<file path="config.mk">
export PLATFORM = sky130hd
export DESIGN_NAME = program_counter
export DESIGN_NICKNAME = d
export VERILOG_FILES = /design/src/rtl/pc_pkg.sv /design/src/rtl/program_counter.sv
export SDC_FILE = /design/constraint.sdc
export NUM_CORES = 1
export LEC_CHECK = 0
export BUFFER_PORTS_ARGS = -buffer_cell sky130_fd_sc_hd__buf_2
export CORE_MARGIN = 2
export CORE_UTILIZATION = 30
export DETAILED_ROUTE_END_ITERATION = 16
export SETUP_SLACK_MARGIN = 0.02
export SLEW_MARGIN = 25
export SYNTH_ARGS = -nofsm -noshare
export SYNTH_HDL_FRONTEND = slang
export SYNTH_SLANG_ARGS = --single-unit
</file>
<file path="constraint.sdc">
create_clock -name clk_i -period 3.4 [get_ports clk_i]
set_clock_uncertainty 0.15 [all_clocks]
set_input_delay 0.34 -clock clk_i [delete_from_list [all_inputs] [get_ports clk_i]]
set_output_delay 0.34 -clock clk_i [all_outputs]
set_load 0.02 [all_outputs]
</file>
<file path="src/rtl/pc_pkg.sv">
`default_nettype none
// +----------------------------------------------------------------------------+
// | Package     : pc_pkg                                                       |
// | Description : Shared defaults, address type and next-PC select encoding    |
// |               for the fetch-stage program counter.                         |
// | Revision    : 1.0 - initial release                                        |
// +----------------------------------------------------------------------------+
package pc_pkg;

  localparam int unsigned PC_WIDTH = 32;

  typedef logic [PC_WIDTH-1:0] pc_addr_t;

  localparam pc_addr_t PC_RESET_VECTOR = '0;
  localparam pc_addr_t PC_STRIDE       = pc_addr_t'(1);

  // Which source feeds the PC register this cycle; ordered by priority.
  typedef enum logic [1:0] {
    PC_SEL_RESET = 2'd0,
    PC_SEL_JUMP  = 2'd1,
    PC_SEL_INC   = 2'd2,
    PC_SEL_HOLD  = 2'd3
  } pc_sel_e;

endpackage : pc_pkg
`default_nettype wire

</file>
<file path="src/rtl/program_counter.sv">
`default_nettype none
// +----------------------------------------------------------------------------+
// | Module      : program_counter                                              |
// | Description : Registered fetch-stage program counter. Each rising edge it  |
// |               resets, loads a jump target, advances by STRIDE, or holds,   |
// |               in that priority order.                                      |
// | Ports       : clk_i             clock, rising edge                         |
// |               rst_i             synchronous active-high reset              |
// |               enable_i          advance PC by STRIDE                       |
// |               jump_i            load jump_address_i                        |
// |               jump_address_i    jump target (WIDTH bits)                   |
// |               pc_current_o      registered current PC                      |
// |               pc_next_o         value PC takes at the next edge            |
// |               jump_misaligned_o advisory misaligned-jump flag              |
// |                                 (only with PC_ALIGN_CHECK_EN defined)      |
// | Options     : `define PC_ALIGN_CHECK_EN to add the misalignment flag.      |
// | Revision    : 1.0 - initial release                                        |
// +----------------------------------------------------------------------------+
module program_counter
  import pc_pkg::*;
#(
  parameter int unsigned        WIDTH        = PC_WIDTH,
  parameter logic [WIDTH-1:0]   RESET_VECTOR = WIDTH'(PC_RESET_VECTOR),
  parameter logic [WIDTH-1:0]   STRIDE       = WIDTH'(PC_STRIDE)
) (
  input  logic             clk_i,
  input  logic             rst_i,
  input  logic             enable_i,
  input  logic             jump_i,
  input  logic [WIDTH-1:0] jump_address_i,
`ifdef PC_ALIGN_CHECK_EN
  output logic             jump_misaligned_o,
`endif
  output logic [WIDTH-1:0] pc_current_o,
  output logic [WIDTH-1:0] pc_next_o
);

  logic [WIDTH-1:0] pc_q;
  logic [WIDTH-1:0] pc_d;
  pc_sel_e          sel;

  // Source select, kept as a named signal so the chosen path is visible
  // in waveforms during debug.
  always_comb begin
    sel = PC_SEL_HOLD;
    if (rst_i) begin
      sel = PC_SEL_RESET;
    end else if (jump_i) begin
      sel = PC_SEL_JUMP;
    end else if (enable_i) begin
      sel = PC_SEL_INC;
    end
  end

  // Increment wraps modulo 2^WIDTH; the carry is intentionally dropped.
  always_comb begin
    pc_d = pc_q;
    case (sel)
      PC_SEL_RESET: pc_d = RESET_VECTOR;
      PC_SEL_JUMP:  pc_d = jump_address_i;
      PC_SEL_INC:   pc_d = pc_q + STRIDE;
      PC_SEL_HOLD:  pc_d = pc_q;
      default:      pc_d = pc_q;
    endcase
  end

  always_ff @(posedge clk_i) begin
    pc_q <= pc_d;
  end

  assign pc_current_o = pc_q;
  assign pc_next_o    = pc_d;

`ifdef PC_ALIGN_CHECK_EN
  // Advisory only: the jump is still taken unchanged; trap logic decides.
  // With STRIDE == 1 the remainder is always zero, so the flag stays low.
  logic [WIDTH-1:0] jump_rem;

  assign jump_rem          = jump_address_i % STRIDE;
  assign jump_misaligned_o = jump_i & (jump_rem != '0);

`ifndef SYNTHESIS
  always_ff @(posedge clk_i) begin
    assert (STRIDE != '0);
  end
`endif
`endif

endmodule : program_counter
`default_nettype wire

</file>
### Word level (Yosys, flattened, before mapping)

Cells that the tools add are included.

| word-level totals | value |
|---|---|
| register bits | 32 |

| operators by class | value |
|---|---|
| equal/unequal tests | 3 |
| add/sub/neg operators | 1 |
| reduce and logical (&&, ||, !) cells | 1 |
| mux-type cells | 4 |

Operators by type and width:

| kind | count |
|---|---|
| $pmux W32 S4 | 1 |
| $add A32 B1 Y32 const B | 1 |
| $eq A2 B2 Y1 const B | 2 |
| $mux W2 | 2 |
| $eq A2 B1 Y1 const B | 1 |
| $logic_not A2 Y1 | 1 |
| $mux W1 | 1 |

### Logic depth before layout (Yosys ltp)

Gate-level depths: netlist (run 1).

| logic depth | value |
|---|---|
| depth after elaboration | 5 |
| gate-level depth with buffers | 7 |

### Least setup slack after synthesis (run 1)

Ideal clock, no wire load.

| timing path | value |
|---|---|
| path kind | reg-to-output |
| start point | reg pc_q[0], in the netlist pc_current_o[0] |
| end point | out pc_next_o[22] |
| path buffers | 2 |
| path slack | 0.618 ns |
| cell stages (with the launch flop) | 8 |
| arrival | 2.292 ns |
| required time | 2.910 ns |
| cell sequence | dfxtp_1 -> ha_1 -> and3_1 -> buf_2 -> nand3_1 -> buf_2 -> or4_1 -> a311oi_1 |

| on the way | value |
|---|---|
| word-level cells in the longest chain between the ends | 2 |

RTL lines:

| element | line | RTL |
|---|---|---|
| start: declaration | program_counter.sv:38 | `logic [WIDTH-1:0] pc_q;` |
| start signal: assignment | program_counter.sv:68 | `pc_q <= pc_d;` |
| $add A32 B1 Y32 | program_counter.sv:61 | `PC_SEL_INC: pc_d = pc_q + STRIDE;` |
| $pmux W32 S4 | program_counter.sv:58 | `case (sel)` |
| end: declaration | program_counter.sv:35 | `output logic [WIDTH-1:0] pc_next_o` |

No other way between the ends.

### Worst setup path after layout (run 1)

Same ends and word-level chain as after synthesis.

==> summary.txt, run 1 <==
Clocking
  • Clock transition at the registers of the reported paths: 70 ps
  • TritonCTS clock tree: done
  • Worst skew pair latency: 280 ps
  • Clock Root Buffer: clkbuf_8
  • CTS buffer count: 5
  • Clock Path Buffers: 2
  • Post-cts gate resize count: 0
  • Post-CTS Setup Bufs: 0
  • Clk sinks: 32
  • # hold bufs at CTS: 0
  • H-tree Lvls: 2

Pwr
  • Design Power: 963 uW
  • Static Leak: 0.00102 uW
  • Power per cell area: 392 nW/um^2
  • Worst vdd ir: 0.207 mV

Layout
  • Antenna cell count: 0
  • Final core utilization: 41.2%
  • Most frequent cells in the layout: 99 x buf_2, 32 x dfxtp_1, 28 x nor2_1, 18 x nand2_1, 16 x nand3_1
  • Number of flip-flops in the largest register: 32
  • Synthesis-to-finish area growth: 31.8%
  • Commonest non-fill, non-tap cell in the layout: buf_2
  • Layout cells sized above 1: 34.9%
  • NumNets Final: 354

Yosys
  • Syn Inst Count: 229
  • Sequential share of the synthesized area: 34.4%
  • Synthesized area: 1860 sq um
  • Post-synth EDFFs: 0
  • Synthesis Warnings: 0
  • Syn nets: 266
  • Yosys reg bits: 32
  • Syn avg cell area: 8.14 sq um
  • Post-synth ARST share: 0%
  • Synth cell types: 34
  • Main flop type after synthesis: dfxtp_1

Critical path
  • Crit-path cells: ha_1 > and3_1 > nand3_1 > or4_1 > a311oi_1 > buf_2
  • Critical path's largest stage delay: 490 ps
  • Slowest-stage cell, CP: or4_1
  • Startpoint Class: flop
  • Worst path required time: 2910 ps
  • Arrival time at the worst endpoint: 2600 ps
  • CP Capture Type: output pin
  • Crit Path Max Fanout: 11
  • CP Class: reg2out

Drt
  • Vias: 2126
  • DRC errors left: 0
  • TritonRoute pass-1 iters: 4
  • DRT antenna net count: 0
  • Final Routed Wirelength: 5.81 mm
  • Vias per cell: 5.41
  • Wire per inst: 14.8 um
  • Iter 0 DRT Violations: 85

Timing
  • Setup violators final: 0
  • Worst hold slack: 140 ps
  • Max Fclk: 324 MHz
  • Final-report max-slew violation count: 0
  • Final setup TNS: 0 ps
  • Final min period: 3090 ps
  • Hold Fails Final Rpt: 0
  • Worst-margin pin slew: 679 ps
  • Max-slew headroom: 54.5%
  • RSZ-0062 raised after global routing: no
  • Period utilisation layout: 90.8%

Min path
  • Hold Crit Class: in2reg

Placed design
  • DP Wirelength: 4.38 mm
  • Buffers on Ports: 99
  • Placer Congestion: 0.849

GRT
  • GRT Total Usage: 16.1%
  • First-pass GRT wire length: 9.14 mm
  • Vias in the first global route: 1924
  • Total grt overflow: 0
  • Initial antenna violation count: 0
  • Maximum number of pins on one net before global-route repair: 42

Floorplan
  • DIE WIDTH: 82.8 um
  • Total die area: 6860 sq um
  • Initial Utilization: 31.3%
  • Core area: 5960 sq um
  • # IOs: 100
  • Row count: 28
  • Die Y-Extent: 82.8 um

Status
  • Status: complete, no violations

Flow run
  • MaxCap Viol Count: 0
cells by family after synthesis:
family	share of synthesized area, %
adder cells (fa/ha/maj)	0.671
AND/OR/NAND/NOR	32.7
flip-flops	34.4
XOR/XNOR	6.11
multiplexers	0.537
buffers and inverters	5.91
AO/OA/AOI/OAI	19.7
Yosys cell counts, types with 4 or more instances:
library cell,n,area (sq um)
dfxtp_1,32,641
nor2_1,28,105
nand2_1,18,67.6
nand3_1,16,80.1
nand4_1,14,87.6
or4_1,13,97.6
a311oi_1,11,96.3
a211oi_1,10,75.1
clkbuf_1,9,33.8
o31ai_1,8,60.1
xor2_1,8,70.1
and4_1,7,61.3
or3_1,5,31.3
xnor2_1,5,43.8
a21oi_1,4,20.0
a32oi_1,4,35.0
buf_2,4,20.0
inv_1,4,15.0
o311ai_0,4,35.0
routing by layer:
layer	wire length, um	global-route usage (%)	vias to the layer above	part of all wire (%)
li1	-	-	1065	-
met1	2600	21.0	975	45
met3	496	5.07	4	8.5
met5	0	0	-	0
met2	2680	25.7	82	46
met4	36	4.17	0	0.62
final timing paths:
kind	startpoint	endpoint	slack (ps)	depth (start not counted)
worst max-delay path	pc_current_o[0]	pc_next_o[22]	310	6
worst min-delay path	jump_address_i[10]	pc_current_o[10]	140	3
worst max register to register	pc_current_o[0]	pc_current_o[22]	1050	5
worst min register to register	pc_current_o[31]	pc_current_o[31]	410	2
area by class of cell:
cell class,count,area [sq um]
Fill cell,651,3500
Multi-Input combinational cell,174,1110
Sequential cell,32,641
Timing Repair Buffer,100,503
Tap cell,75,93.8
Clock buffer,8,90.1
Inverter,4,15.0
metrics by stage:
stage          area (sq um)  setup WS, ps  std cells
6_report               2450           312        393
5_1_grt                2450           117        393
3_3_place_gp           2360           689        385
2_1_floorplan          1860           618        229
3_5_place_dp           2360           643        385
4_1_cts                2450           318        393
critical path, delay by kind of cell (launching register included):
family / cells / cell delay, ps
AO/OA/AOI/OAI: 1 / 340
adder cells (fa/ha/maj): 1 / 200
buffers and inverters: 1 / 230
flip-flops: 1 / 400
AND/OR/NAND/NOR: 3 / 1140
power by group:
group | internal, uW | switching [uW]
sequential | 402 | 37.5
clock | 165 | 142
combinational | 77.1 | 139
Power figures use the tool's default switching activity.
==> inputs of run 2 (changes only) <==
--- a/config.mk
+++ b/config.mk
@@ -5,9 +5,10 @@
 export SDC_FILE = /design/constraint.sdc
 export NUM_CORES = 1
 export LEC_CHECK = 0
-export BUFFER_PORTS_ARGS = -buffer_cell sky130_fd_sc_hd__buf_2
+export BUFFER_PORTS_ARGS = -buffer_cell sky130_fd_sc_hd__buf_4
 export CORE_MARGIN = 2
 export CORE_UTILIZATION = 30
+export CTS_BUF_LIST = sky130_fd_sc_hd__clkbuf_8 sky130_fd_sc_hd__clkbuf_16
 export DETAILED_ROUTE_END_ITERATION = 16
 export SETUP_SLACK_MARGIN = 0.02
 export SLEW_MARGIN = 25
==> constraint.sdc (replaced) <==
create_clock -name clk_i -period 2.85 [get_ports clk_i]
set_clock_uncertainty 0.15 [all_clocks]
set_input_delay 0.285 -clock clk_i [delete_from_list [all_inputs] [get_ports clk_i]]
set_output_delay 0.285 -clock clk_i [all_outputs]
set_load 0.02 [all_outputs]
==> run 2 against run 1 <==
Flip-flop and latch count stayed put. Via count up 1.2%. Sequential power is 20% higher. Setup slack got worse by 180 ps. Critical path depth stayed put. First-iteration DRC count is 8.2% lower. Clock power grew 16%. Die area unchanged. Sequential share of layout area fell by 3.1 points. Total power is 25% higher. Global-route usage is 0.63 points higher. Highest routed layer unchanged. Cell area grew 14%.
==> summary.txt, run 2 (same netlist as run 1, synthesis figures left out) <==
Critical path
  • CP Class: reg2out
  • Register-to-Register Path Depth: 5
  • Critical R2R Launch: pc_current_o[1]
  • Reg2Reg Setup Slack: 790 ps
  • CP Capture Type: output pin
  • Crit Path Max Fanout: 11
  • Worst r2r dst: pc_current_o[22]
  • Worst path required time: 2410 ps
  • Startpoint Class: flop
  • Arrival time at the worst endpoint: 2280 ps

Placed design
  • Placer Congestion: 0.843
  • Worst slack, placed: 198 ps
  • Placed inst area: 2660 sq um
  • DP Wirelength: 4.57 mm
  • Buffers on Ports: 99
  • Cell count after placement: 389

Floorplan
  • DIE WIDTH: 82.8 um
  • # IOs: 100
  • Core area: 5960 sq um
  • Total die area: 6860 sq um
  • Row count: 28
  • Die Y-Extent: 82.8 um
  • Initial Utilization: 31.3%

Pwr
  • Power per cell area: 429 nW/um^2
  • Static Leak: 0.00112 uW
  • Worst vdd ir: 0.203 mV

Clocking
  • TritonCTS clock tree: done
  • CTS buffer count: 5
  • Clock transition at the registers of the reported paths: 70 ps
  • Clock Path Buffers: 2
  • # hold bufs at CTS: 0
  • Clock Root Buffer: clkbuf_8
  • Worst skew pair latency: 280 ps
  • Post-CTS Setup Bufs: 0
  • H-tree Lvls: 2
  • Clk sinks: 32

Layout
  • Final core utilization: 47.1%
  • NumNets Final: 358
  • Most frequent cells in the layout: 103 x buf_4, 29 x dfxtp_1, 28 x nor2_1, 18 x nand2_1, 15 x nand3_1
  • Layout cells sized above 1: 39.4%
  • Filler cell count: 645
  • Finished Layout Cells: 397
  • Commonest non-fill, non-tap cell in the layout: buf_4
  • Register area: 644 sq um
  • Multi-input logic area: 1170 sq um
  • Synthesis-to-finish area growth: 50.6%
  • Antenna cell count: 0
  • Number of flip-flops in the largest register: 32
  • Post-route cell area: 2810 sq um

Timing
  • Worst hold slack: 94.4 ps
  • Setup violators final: 0
  • Max-slew headroom: 53.5%
  • Hold Fails Final Rpt: 0
  • Worst-margin pin slew: 695 ps
  • Final-report max-slew violation count: 0
  • Final min period: 2720 ps
  • Max Fclk: 368 MHz
  • Final Worst Setup Slack: 134 ps
  • Period utilisation layout: 95.3%

GRT
  • First-pass GRT wire length: 9.54 mm
  • Total grt overflow: 0
  • Maximum number of pins on one net before global-route repair: 31
  • GRT Total Usage: 16.7%
  • Initial antenna violation count: 0
  • Vias in the first global route: 1960

Min path
  • Worst Hold Path EP: pc_current_o[30]
  • Hold Path Depth: 3
  • HP Start: jump_address_i[30]
  • Hold Crit Class: in2reg

Drt
  • DRT antenna net count: 0
  • Wire per inst: 15.5 um
  • Iter 0 DRT Violations: 78
  • DRC errors left: 0
  • Final Routed Wirelength: 6.17 mm
  • Vias: 2151
  • TritonRoute pass-1 iters: 4
  • Vias per cell: 5.42

Status
  • Status: complete, no violations

Flow run
  • MaxCap Viol Count: 0
## run 2: per-layer routing
metal	wire (um)	vias to the layer above	part of all wire [%]	GRT usage [%]
met5	0	-	0	0
met4	15	0	0.24	3.58
met3	603	2	9.8	5.96
met2	2950	85	48	26.9
met1	2590	990	42	21.6
li1	-	1074	-	-
## run 2: report_power, final
| part | total [uW] | switching (uW) | internal, uW |
|---|---|---|---|
| logic | 320 | 174 | 146 |
| clock network | 357 | 168 | 190 |
| registers | 527 | 46.9 | 481 |
## run 2: critical path, stage by stage, from the launching register on
cell and delay [ps]:
dfxtp_1 400, ha_1 200, and3_1 220, nand3_2 200
or4_1 440, a311oi_1 340, buf_4 200
## run 2: how the worst max path moves through the flow
stage,startpoint,endpoint,slack (ps)
3_3_place_gp,pc_current_o[3],pc_next_o[26],290
3_5_place_dp,pc_current_o[3],pc_next_o[22],200
2_1_floorplan,pc_current_o[0],pc_next_o[22],120
6_report,pc_current_o[1],pc_next_o[22],130
5_1_grt,pc_current_o[11],pc_next_o[24],-4
4_1_cts,pc_current_o[8],pc_next_o[27],40
## run 2: what timing repair did
action,in CTS,in global routing
gates resized for setup,5,11
endpoints found under the setup margin,10,8
endpoints found under the hold margin,0,0
## run 2: layout make-up
cell class | count | share of cell area [%]
multi-input cells | 174 | 41.7
repair buffers | 104 | 28.3
flip-flops and latches | 32 | 23.0
well taps | 75 | 3.35
clock buffers | 6 | 2.94
inverters | 4 | 0.535
clock inverters | 2 | 0.268
## run 2: through the flow
step / power [uW] / TNS [ps]
finish: 1200 / 0
detailed placement: 850 / 0
CTS: 1220 / 0
global route: 1270 / -4.17
floorplan: 686 / 0
global placement: 848 / 0
==> inputs of run 3 (changes only) <==
==> constraint.sdc (replaced) <==
create_clock -name clk_i -period 3.3 [get_ports clk_i]
set_clock_uncertainty 0.15 [all_clocks]
set_input_delay 0.33 -clock clk_i [delete_from_list [all_inputs] [get_ports clk_i]]
set_output_delay 0.33 -clock clk_i [all_outputs]
set_load 0.02 [all_outputs]
==> run 3 against run 2 <==
Flip-flop and latch count stayed put. Clock-buffer cell count did not move. Final cell count shrank 1.0%. Register-to-register slack better by 240 ps. Sequential power down 14%. Combinational power down 17%. Wire length is 3.3% lower. First-iteration DRC count shrank 28%. Sequential share of layout area grew 0.67 points. Setup slack better by 190 ps. Core utilization down 1.6 points. Hold slack better by 45 ps. Critical endpoint is now pc_next_o[27]. Largest power group unchanged.
==> summary.txt, run 3 (same netlist as run 1, synthesis figures left out) <==
Layout
  • Multi-input logic area: 1120 sq um
  • Synthesis-to-finish area growth: 45.5%
  • NumNets Final: 354
  • Layout cells sized above 1: 35.8%
  • Most frequent cells in the layout: 100 x buf_4, 32 x dfxtp_1, 28 x nor2_1, 18 x nand2_1, 15 x nand3_1
  • Antenna cell count: 0
  • Register area: 641 sq um
  • Number of flip-flops in the largest register: 32
  • Filler cell count: 641
  • Commonest non-fill, non-tap cell in the layout: buf_4

Clocking
  • H-tree Lvls: 2
  • Clk sinks: 32
  • Worst skew pair latency: 280 ps
  • Clock transition at the registers of the reported paths: 70 ps
  • CTS buffer count: 5
  • # hold bufs at CTS: 0
  • Clock Path Buffers: 2
  • TritonCTS clock tree: done
  • Clock Root Buffer: clkbuf_8
  • Post-cts gate resize count: 0
  • Post-CTS Setup Bufs: 0

Timing
  • Final min period: 2980 ps
  • Period utilisation layout: 90.3%
  • Hold Fails Final Rpt: 0
  • Final setup TNS: 0 ps
  • Max Fclk: 336 MHz
  • Setup violators final: 0
  • Final-report max-slew violation count: 0
  • Worst-margin pin slew: 693 ps
  • RSZ-0062 raised after global routing: no
  • Max-slew headroom: 53.7%

Drt
  • DRT antenna net count: 0
  • Vias per cell: 5.46
  • TritonRoute pass-1 iters: 4
  • DRC errors left: 0
  • Vias: 2144
  • Final Routed Wirelength: 5.96 mm
  • Iter 0 DRT Violations: 56
  • Wire per inst: 15.2 um

Pwr
  • Power per cell area: 382 nW/um^2
  • Static Leak: 0.00108 uW
  • Design Power: 1040 uW
  • Worst vdd ir: 0.187 mV

Flow run
  • MaxCap Viol Count: 0

Floorplan
  • Row count: 28
  • DIE WIDTH: 82.8 um
  • Total die area: 6860 sq um
  • # IOs: 100
  • Initial Utilization: 31.3%
  • Die Y-Extent: 82.8 um
  • Core area: 5960 sq um

Critical path
  • CP Capture Type: output pin
  • Crit Path Max Fanout: 14
  • Worst path required time: 2820 ps
  • Crit-path cells: and4_1 > nand3_4 > or4_1 > a311oi_1 > buf_4
  • Reg2Reg Setup Slack: 1030 ps
  • CP Class: reg2out
  • Slowest-stage cell, CP: or4_1
  • Critical path's largest stage delay: 540 ps
  • Startpoint Class: flop
  • Arrival time at the worst endpoint: 2500 ps

GRT
  • Initial antenna violation count: 0
  • Maximum number of pins on one net before global-route repair: 42
  • Vias in the first global route: 1976
  • First-pass GRT wire length: 9.54 mm
  • GRT Total Usage: 16.9%
  • Total grt overflow: 0

Placed design
  • DP Wirelength: 4.42 mm
  • Placer Congestion: 0.868
  • Buffers on Ports: 99

Min path
  • Hold Crit Class: in2reg

Status
  • Status: complete, no violations
[run 3: worst paths after layout]
check / end / depth (start not counted) / startpoint
max reg2reg: pc_current_o[27] / 4 / pc_current_o[3]
max: pc_next_o[27] / 5 / pc_current_o[3]
min: pc_current_o[31] / 3 / jump_address_i[31]
min reg2reg: pc_current_o[10] / 2 / pc_current_o[10]
[run 3: where the power goes]
| part | total, uW | switching [uW] | internal, uW |
|---|---|---|---|
| logic | 265 | 145 | 120 |
| clock network | 317 | 151 | 166 |
| registers | 455 | 40.3 | 414 |
[run 3: layout make-up]
type / count / share of cell area [%]
Clock buffer: 6 / 3.05
Clock inverter: 2 / 0.369
Inverter: 4 / 0.554
Multi-Input combinational cell: 174 / 41.2
Sequential cell: 32 / 23.6
Tap cell: 75 / 3.46
Timing Repair Buffer: 100 / 27.7
[run 3: metrics by stage]
stage	hold slack [ps]	setup slack, ps	util, %	instances	cell area [sq um]
floorplan	450	528	-	229	1860
global placement	407	629	43.9	385	2610
detailed placement	403	535	43.9	385	2610
CTS	130	205	45.4	393	2710
global route	143	127	45.5	393	2710
finish	139	321	45.5	393	2710
[run 3: worst max-delay path: cells and delay by family, from the launching register on]
family / cells / cell delay (ps)
buffers and inverters: 1 / 210
and+or+nand+nor: 3 / 1220
AOI/OAI and AO/OA: 1 / 340
DFF: 1 / 450
[run 3: layer usage]
metal / share of wire [%] / global-route usage [%]
met1: 43 / 21.2
met2: 47 / 26.4
met3: 9.2 / 6.86
met4: 0.92 / 5.37
met5: 0 / 0
